File: src/rtl/wm8731_i2s_master.sv
// WM8731 I2S master: BCLK/LRCK generation, DAC serialiser, ADC deserialiser.
// The codec runs in slave mode; every register is on the clk_i rising edge.
module wm8731_i2s_master #(
    parameter int BCLK_DIV = 2,
    parameter int SLOT_W   = 32,
    parameter int DATA_W   = 16
) (
    input  logic              clk_i,
    input  logic              rst_i,
    input  logic [DATA_W-1:0] dac_left_i,
    input  logic [DATA_W-1:0] dac_right_i,
    input  logic              dac_valid_i,
    output logic              dac_ready_o,
    output logic              dac_underrun_o,
    output logic [DATA_W-1:0] adc_left_o,
    output logic [DATA_W-1:0] adc_right_o,
    output logic              adc_valid_o,
    output logic              bclk_o,
    output logic              lrck_o,
    output logic              dacdat_o,
    input  logic              adcdat_i
);

    localparam int DIV_W = (BCLK_DIV > 1) ? $clog2(BCLK_DIV) : 1;
    localparam int POS_W = $clog2(2 * SLOT_W);

    localparam logic [DIV_W-1:0] DIV_LAST = DIV_W'(BCLK_DIV - 1);
    localparam logic [POS_W-1:0] POS_LAST = POS_W'(2 * SLOT_W - 1);
    localparam logic [POS_W-1:0] L_FIRST  = POS_W'(1);
    localparam logic [POS_W-1:0] L_LAST   = POS_W'(DATA_W);
    localparam logic [POS_W-1:0] R_SLOT   = POS_W'(SLOT_W);
    localparam logic [POS_W-1:0] R_FIRST  = POS_W'(SLOT_W + 1);
    localparam logic [POS_W-1:0] R_LAST   = POS_W'(SLOT_W + DATA_W);

    logic [DIV_W-1:0]  div_cnt;
    logic [POS_W-1:0]  pos;
    logic [POS_W-1:0]  pos_nxt;
    logic              bclk_q;
    logic              lrck_q;
    logic              dacdat_q;
    logic              underrun_q;
    logic              tick;
    logic              rise;
    logic              fall;
    logic              wrap;
    logic              dac_l_win;
    logic              dac_r_win;
    logic              adc_l_win;
    logic              adc_r_win;

    logic [DATA_W-1:0] dac_l_sh;
    logic [DATA_W-1:0] dac_r_sh;
    logic [DATA_W-1:0] hold_l;
    logic [DATA_W-1:0] hold_r;
    logic              hold_full;
    logic              accept;

    logic [DATA_W-1:0] adc_l_sh;
    logic [DATA_W-1:0] adc_r_sh;
    logic [DATA_W-1:0] adc_left_q;
    logic [DATA_W-1:0] adc_right_q;
    logic              adc_valid_q;

    always_comb begin
        tick    = (div_cnt == DIV_LAST);
        rise    = tick && !bclk_o;
        fall    = tick && bclk_q;
        wrap    = fall && (pos == POS_LAST);
        pos_nxt = (pos == POS_LAST) ? '0 : pos + 1'b1;
        // DAC windows look at the position being entered, ADC at the current one
        dac_l_win = (pos_nxt >= L_FIRST) && (pos_nxt <= L_LAST);
        dac_r_win = (pos_nxt >= R_FIRST) && (pos_nxt <= R_LAST);
        adc_l_win = (pos >= L_FIRST) && (pos <= L_LAST);
        adc_r_win = (pos >= R_FIRST) && (pos <= R_LAST);
        accept    = dac_valid_i && !hold_full;
    end

    always_ff @(posedge clk_i or posedge rst_i) begin
        if (rst_i) begin
            div_cnt <= '0;
            bclk_q  <= 1'b0;
            pos     <= '0;
        end else begin
            div_cnt <= tick ? '0 : div_cnt + 1'b1;
            if (tick) begin
                bclk_q <= !bclk_q;
            end
            if (fall) begin
                pos <= pos_nxt;
            end
        end
    end

    always_ff @(posedge clk_i or posedge rst_i) begin
        if (rst_i) begin
            lrck_q     <= 1'b0;
            dacdat_q   <= 1'b0;
            dac_l_sh   <= '0;
            dac_r_sh   <= '0;
            underrun_q <= 1'b0;
        end else begin
            underrun_q <= 1'b0;
            if (fall) begin
                lrck_q   <= (pos_nxt >= R_SLOT);
                dacdat_q <= 1'b0;
                if (wrap) begin
                    dac_l_sh   <= hold_full ? hold_l : '0;
                    dac_r_sh   <= hold_full ? hold_r : '0;
                    underrun_q <= !hold_full;
                end else if (dac_l_win) begin
                    dacdat_q <= dac_l_sh[DATA_W-1];
                    dac_l_sh <= {dac_l_sh[DATA_W-2:0], 1'b0};
                end else if (dac_r_win) begin
                    dacdat_q <= dac_r_sh[DATA_W-1];
                    dac_r_sh <= {dac_r_sh[DATA_W-2:0], 1'b0};
                end
            end
        end
    end

    // An accept can only happen while empty, so it always wins over the load
    always_ff @(posedge clk_i or posedge rst_i) begin
        if (rst_i) begin
            hold_l    <= '0;
            hold_r    <= '0;
            hold_full <= 1'b0;
        end else begin
            if (accept) begin
                hold_l    <= dac_left_i;
                hold_r    <= dac_right_i;
                hold_full <= 1'b1;
            end else if (wrap) begin
                hold_full <= 1'b0;
            end
        end
    end

    always_ff @(posedge clk_i or posedge rst_i) begin
        if (rst_i) begin
            adc_l_sh    <= '0;
            adc_r_sh    <= '0;
            adc_left_q  <= '0;
            adc_right_q <= '0;
            adc_valid_q <= 1'b0;
        end else begin
            adc_valid_q <= 1'b0;
            if (rise && adc_l_win) begin
                adc_l_sh <= {adc_l_sh[DATA_W-2:0], adcdat_i};
            end
            if (rise && adc_r_win) begin
                adc_r_sh <= {adc_r_sh[DATA_W-2:0], adcdat_i};
            end
            if (rise && (pos == R_LAST)) begin
                adc_left_q  <= adc_l_sh;
                adc_right_q <= {adc_r_sh[DATA_W-2:0], adcdat_i};
                adc_valid_q <= 1'b1;
            end
        end
    end

    assign bclk_o         = bclk_q;
    assign lrck_o         = lrck_q;
    assign dacdat_o       = dacdat_q;
    assign dac_ready_o    = !hold_full;
    assign dac_underrun_o = underrun_q;
    assign adc_left_o     = adc_left_q;
    assign adc_right_o    = adc_right_q;
    assign adc_valid_o    = adc_valid_q;

endmodule

File: config.mk
export PLATFORM = sky130hd
export DESIGN_NAME = wm8731_i2s_master
export DESIGN_NICKNAME = d
export VERILOG_FILES = /design/src/rtl/wm8731_i2s_master.sv
export SDC_FILE = /design/constraint.sdc
export NUM_CORES = 1
export LEC_CHECK = 0
export CAP_MARGIN = 20
export CORE_ASPECT_RATIO = 0.6
export CORE_MARGIN = 5
export CORE_UTILIZATION = 53
export CTS_CLUSTER_DIAMETER = 200
export DETAILED_ROUTE_END_ITERATION = 10
export PLACE_DENSITY = 0.88
export SYNTH_ARGS = -nofsm -noshare
export SYNTH_HDL_FRONTEND = slang
export SYNTH_SLANG_ARGS = --single-unit
File: constraint.sdc
create_clock -name clk_i -period 11 [get_ports clk_i]
set_input_delay 1.1 -clock clk_i [delete_from_list [all_inputs] [get_ports clk_i]]
set_output_delay 1.1 -clock clk_i [all_outputs]
set_load 0.005 [all_outputs]
==> flow_metrics.py <==
metrics = {
    "power": {
        "p_leak_nw": 3.49,
        "p_comb_frac": 0.037,
        "p_switching_uw": 243,
        "internal_power_uw": 944,
        "irDropWorstVdd_mv": 0.108,
        "p_per_area_nw_per_um2": 158,
        "clockPowerShare": 0.508,
        "seqPwrFrac": 0.456,
        "sw_frac_of_total": 0.205,
    },
    "route": {
        "routed_wl_mm": 11.4,
        "drt-pass1-iter-count": 4,
        "post_drt_via_cell_ratio": 5.38,
        "ant_nets": 0,
        "route.detailed.drc": 0,
        "post_drt_wl_per_cell_um": 16.6,
        "vias": 3706,
        "drtIter0Drc": 224,
    },
    "hold_path": {
        "holdPathStages": 1,
        "holdCritStartpoint": "adc_left_o[15]$_DFFE_PP0P_",
        "hold_path.class": "reg -> reg",
        "hold_path_end": "adc_left_o[15]$_DFFE_PP0P_",
    },
    "timing": {
        "hold_violations": 0,
        "rsz0062_at_grt": "false",
        "maxSlewHeadroom": 0.282,
        "tns_ps": 0,
        "skew_ps": 8.27,
        "min_period_ps": 3080,
        "worstMarginPinSlew_ps": 1070,
        "min_period_over_period": 0.280,
        "setup_viol": 0,
        "holdWs_ps": 505,
        "slew_violations": 0,
        "timing.fmax_ghz": 0.325,
    },
    "clock_tree": {
        "clock_sinks": 140,
        "h-tree-depth": 4,
        "tritoncts": "built",
        "numCtsBuffers": 17,
        "cts_root_buffer": "clkbuf_16",
        "clock_path_buffers": 2,
        "clk_pin_slew_worst_paths_ps": 60,
        "clk_latency_ps": 410,
        "cts_setup_buffers": 0,
        "cts_resized": 0,
        "cts_hold_buf": 0,
    },
    "critical_path": {
        "worstPathMaxFanout": 16,
        "worstReg2RegStart": "pos[0]$_DFFE_PP0P_",
        "worstSetupPathType": "reg -> reg",
        "crit_path_end_kind": "flip-flop",
        "rr_worst_depth": 6,
        "r2r_setup_slack_ps": 7920,
        "reg2reg_to": "dac_r_sh[12]$_DFFE_PP0P_",
        "cp.arrival_ps": 3370,
        "critPathLaunchType": "flip-flop",
        "cp.required_ps": 11290,
    },
    "logic_synthesis": {
        "yosys-top-cells-count": "dfrtp_1 (140), mux2_2 (107), nand2_1 (72)",
        "async_reset_ff_frac": 1.00,
        "yosysTopAreaCell": "dfrtp_1",
        "syn_nets": 506,
        "ys_warn_count": 0,
        "synth_edf_count": 0,
        "synth_area_um2": 6050,
        "yosysTopAreaCellShare": 0.579,
        "yosys.cell_count.top_type": "dfrtp_1",
        "ys_seq_elements": 140,
        "syn_inst": 465,
        "synth-seq-area-share": 0.579,
        "ys.flop_type": "dfrtp_1",
        "synth.distinct_cells": 41,
        "syn_avg_cell_area_um2": 13.0,
        "synthTopCellsByArea": "dfrtp_1 (58%), mux2_2 (20%), mux2_4 (4.5%)",
    },
    "cells_and_area": {
        "n_antenna_cell": 0,
        "stdcell_count": 689,
        "seq_area_um2": 3500,
        "drive_above_1_share": 0.308,
        "syn_to_final_growth_pct": 23.8,
        "multi_input_area_um2": 2380,
        "fillers": 797,
        "fin_nets": 573,
    },
    "die": {
        "start_util": 0.539,
        "dieArea_um2": 13700,
        "rows": 30,
        "core_area_um2": 11200,
        "die_y_um": 92.7,
        "die_w_um": 148,
        "ioPinCount": 74,
    },
    "placed_design": {
        "dp_hpwl_mm": 7.62,
        "gp_congestion": 0.833,
        "dp.cells": 657,
        "io_buffers": 73,
    },
    "grt": {
        "grt_pass1_wl_mm": 19.5,
        "gr-total-overflow": 0,
        "grt_max_degree": 89,
        "grt.total_usage": 0.176,
        "grt_antenna_before_repair": 0,
        "grt_pass1_vias": 3914,
    },
    "outcome": {
        "status": "complete, no violations",
    },
    "run": {
        "cap_violations": 0,
    },
}
[logic make-up (layout without fill, tap and decap cells)]
| group | after synthesis | after routing | synth area share |
|---|---|---|---|
| flip-flops | 140 | 140 | 0.579 |
| multiplexers | 126 | 126 | 0.246 |
| adder cells (fa/ha/maj) | 5 | 5 | 0.0103 |
| XOR/XNOR | 3 | 3 | 0.00435 |
| buffers and inverters | 35 | 115 | 0.0285 |
| AND/OR/NAND/NOR | 102 | 102 | 0.0724 |
| AO/OA/AOI/OAI | 54 | 54 | 0.0596 |
[flip-flops by register name, indices dropped and copies added (netlist names)]
signal	flops
adc_right_o	16
dacdat_o	1
adc_valid_o	1
adc_l_sh	16
dac_l_sh	16
pos	6
dac_underrun_o	1
hold_l	16
div_cnt	1
hold_r	16
dac_r_sh	16
lrck_o	1
adc_left_o	16
bclk_o	1
adc_r_sh	15
hold_full	1
[area by class of cell]
cell class                      instances  area share
Clock inverter                         13      0.0252
Inverter                                5     0.00317
Timing Repair Buffer                   78       0.103
Multi-Input combinational cell        290       0.318
Clock buffer                           19      0.0591
Sequential cell                       140       0.468
Tap cell                              144      0.0241
[cells in the final DEF (no fill, tap or decap), types with 2 or more instances in the layout]
cell             count
dfrtp_1            140
nor2_1               9
inv_1                4
nand4_1              2
nand2_1             72
clkdlybuf4s50_1     73
a31oi_1              3
xnor2_1              2
ha_1                 5
buf_4                5
o21ai_0             36
clkinvlp_4           2
clkinv_2             2
nand3_1              3
mux2_4              18
and2_1               2
and3_1               3
a32o_1               2
a21oi_1              3
nand2b_1             3
mux2_2             107
inv_6                3
clkinv_4             3
bufinv_16            4
clkbuf_16           17
[metrics by stage]
step                      power (mW)  area [um^2]  setup slack [ps]   util
after floorplan                0.573         6050              6150      -
after global placement         0.592         6860              8170  0.611
after detailed placement       0.595         6860              7960  0.611
after CTS                       1.20         7490              7940  0.667
after global routing            1.23         7490              7780  0.667
final                           1.19         7490              7920  0.667
[routing by layer]
layer / GRT usage / wire length, um
met5: 0 / 0
met3: 0.0455 / 428
met1: 0.241 / 5360
met2: 0.279 / 5510
met4: 0.0546 / 123
[power groups by stage]
| stage | registers, mW | logic, mW | clock network (mW) |
|---|---|---|---|
| global route | 0.542 | 0.0495 | 0.638 |
| CTS | 0.541 | 0.0450 | 0.611 |
| finish | 0.541 | 0.0436 | 0.602 |
| global placement | 0.549 | 0.0427 | 0 |
| detailed placement | 0.550 | 0.0449 | 0 |
| floorplan | 0.546 | 0.0261 | 0 |
[worst max-delay path, cell delays in order (launching register included)]
cell and delay, ps:
dfrtp_1 560, ha_1 420, nand2b_1 150, o32ai_2 340
a211oi_2 130, o311ai_4 940, mux2_2 430
[how the worst max path moves through the flow]
stage,from,endpoint
6_report,pos[0]$_DFFE_PP0P_,dac_r_sh[12]$_DFFE_PP0P_
3_3_place_gp,rst_i,dac_l_sh[7]$_DFFE_PP0P_
3_5_place_dp,pos[0]$_DFFE_PP0P_,dac_r_sh[12]$_DFFE_PP0P_
4_1_cts,pos[0]$_DFFE_PP0P_,dac_r_sh[12]$_DFFE_PP0P_
5_1_grt,pos[0]$_DFFE_PP0P_,dac_r_sh[12]$_DFFE_PP0P_
2_1_floorplan,rst_i,adc_l_sh[0]$_DFFE_PP0P_
No activity file was read; power rests on OpenSTA's default activity.
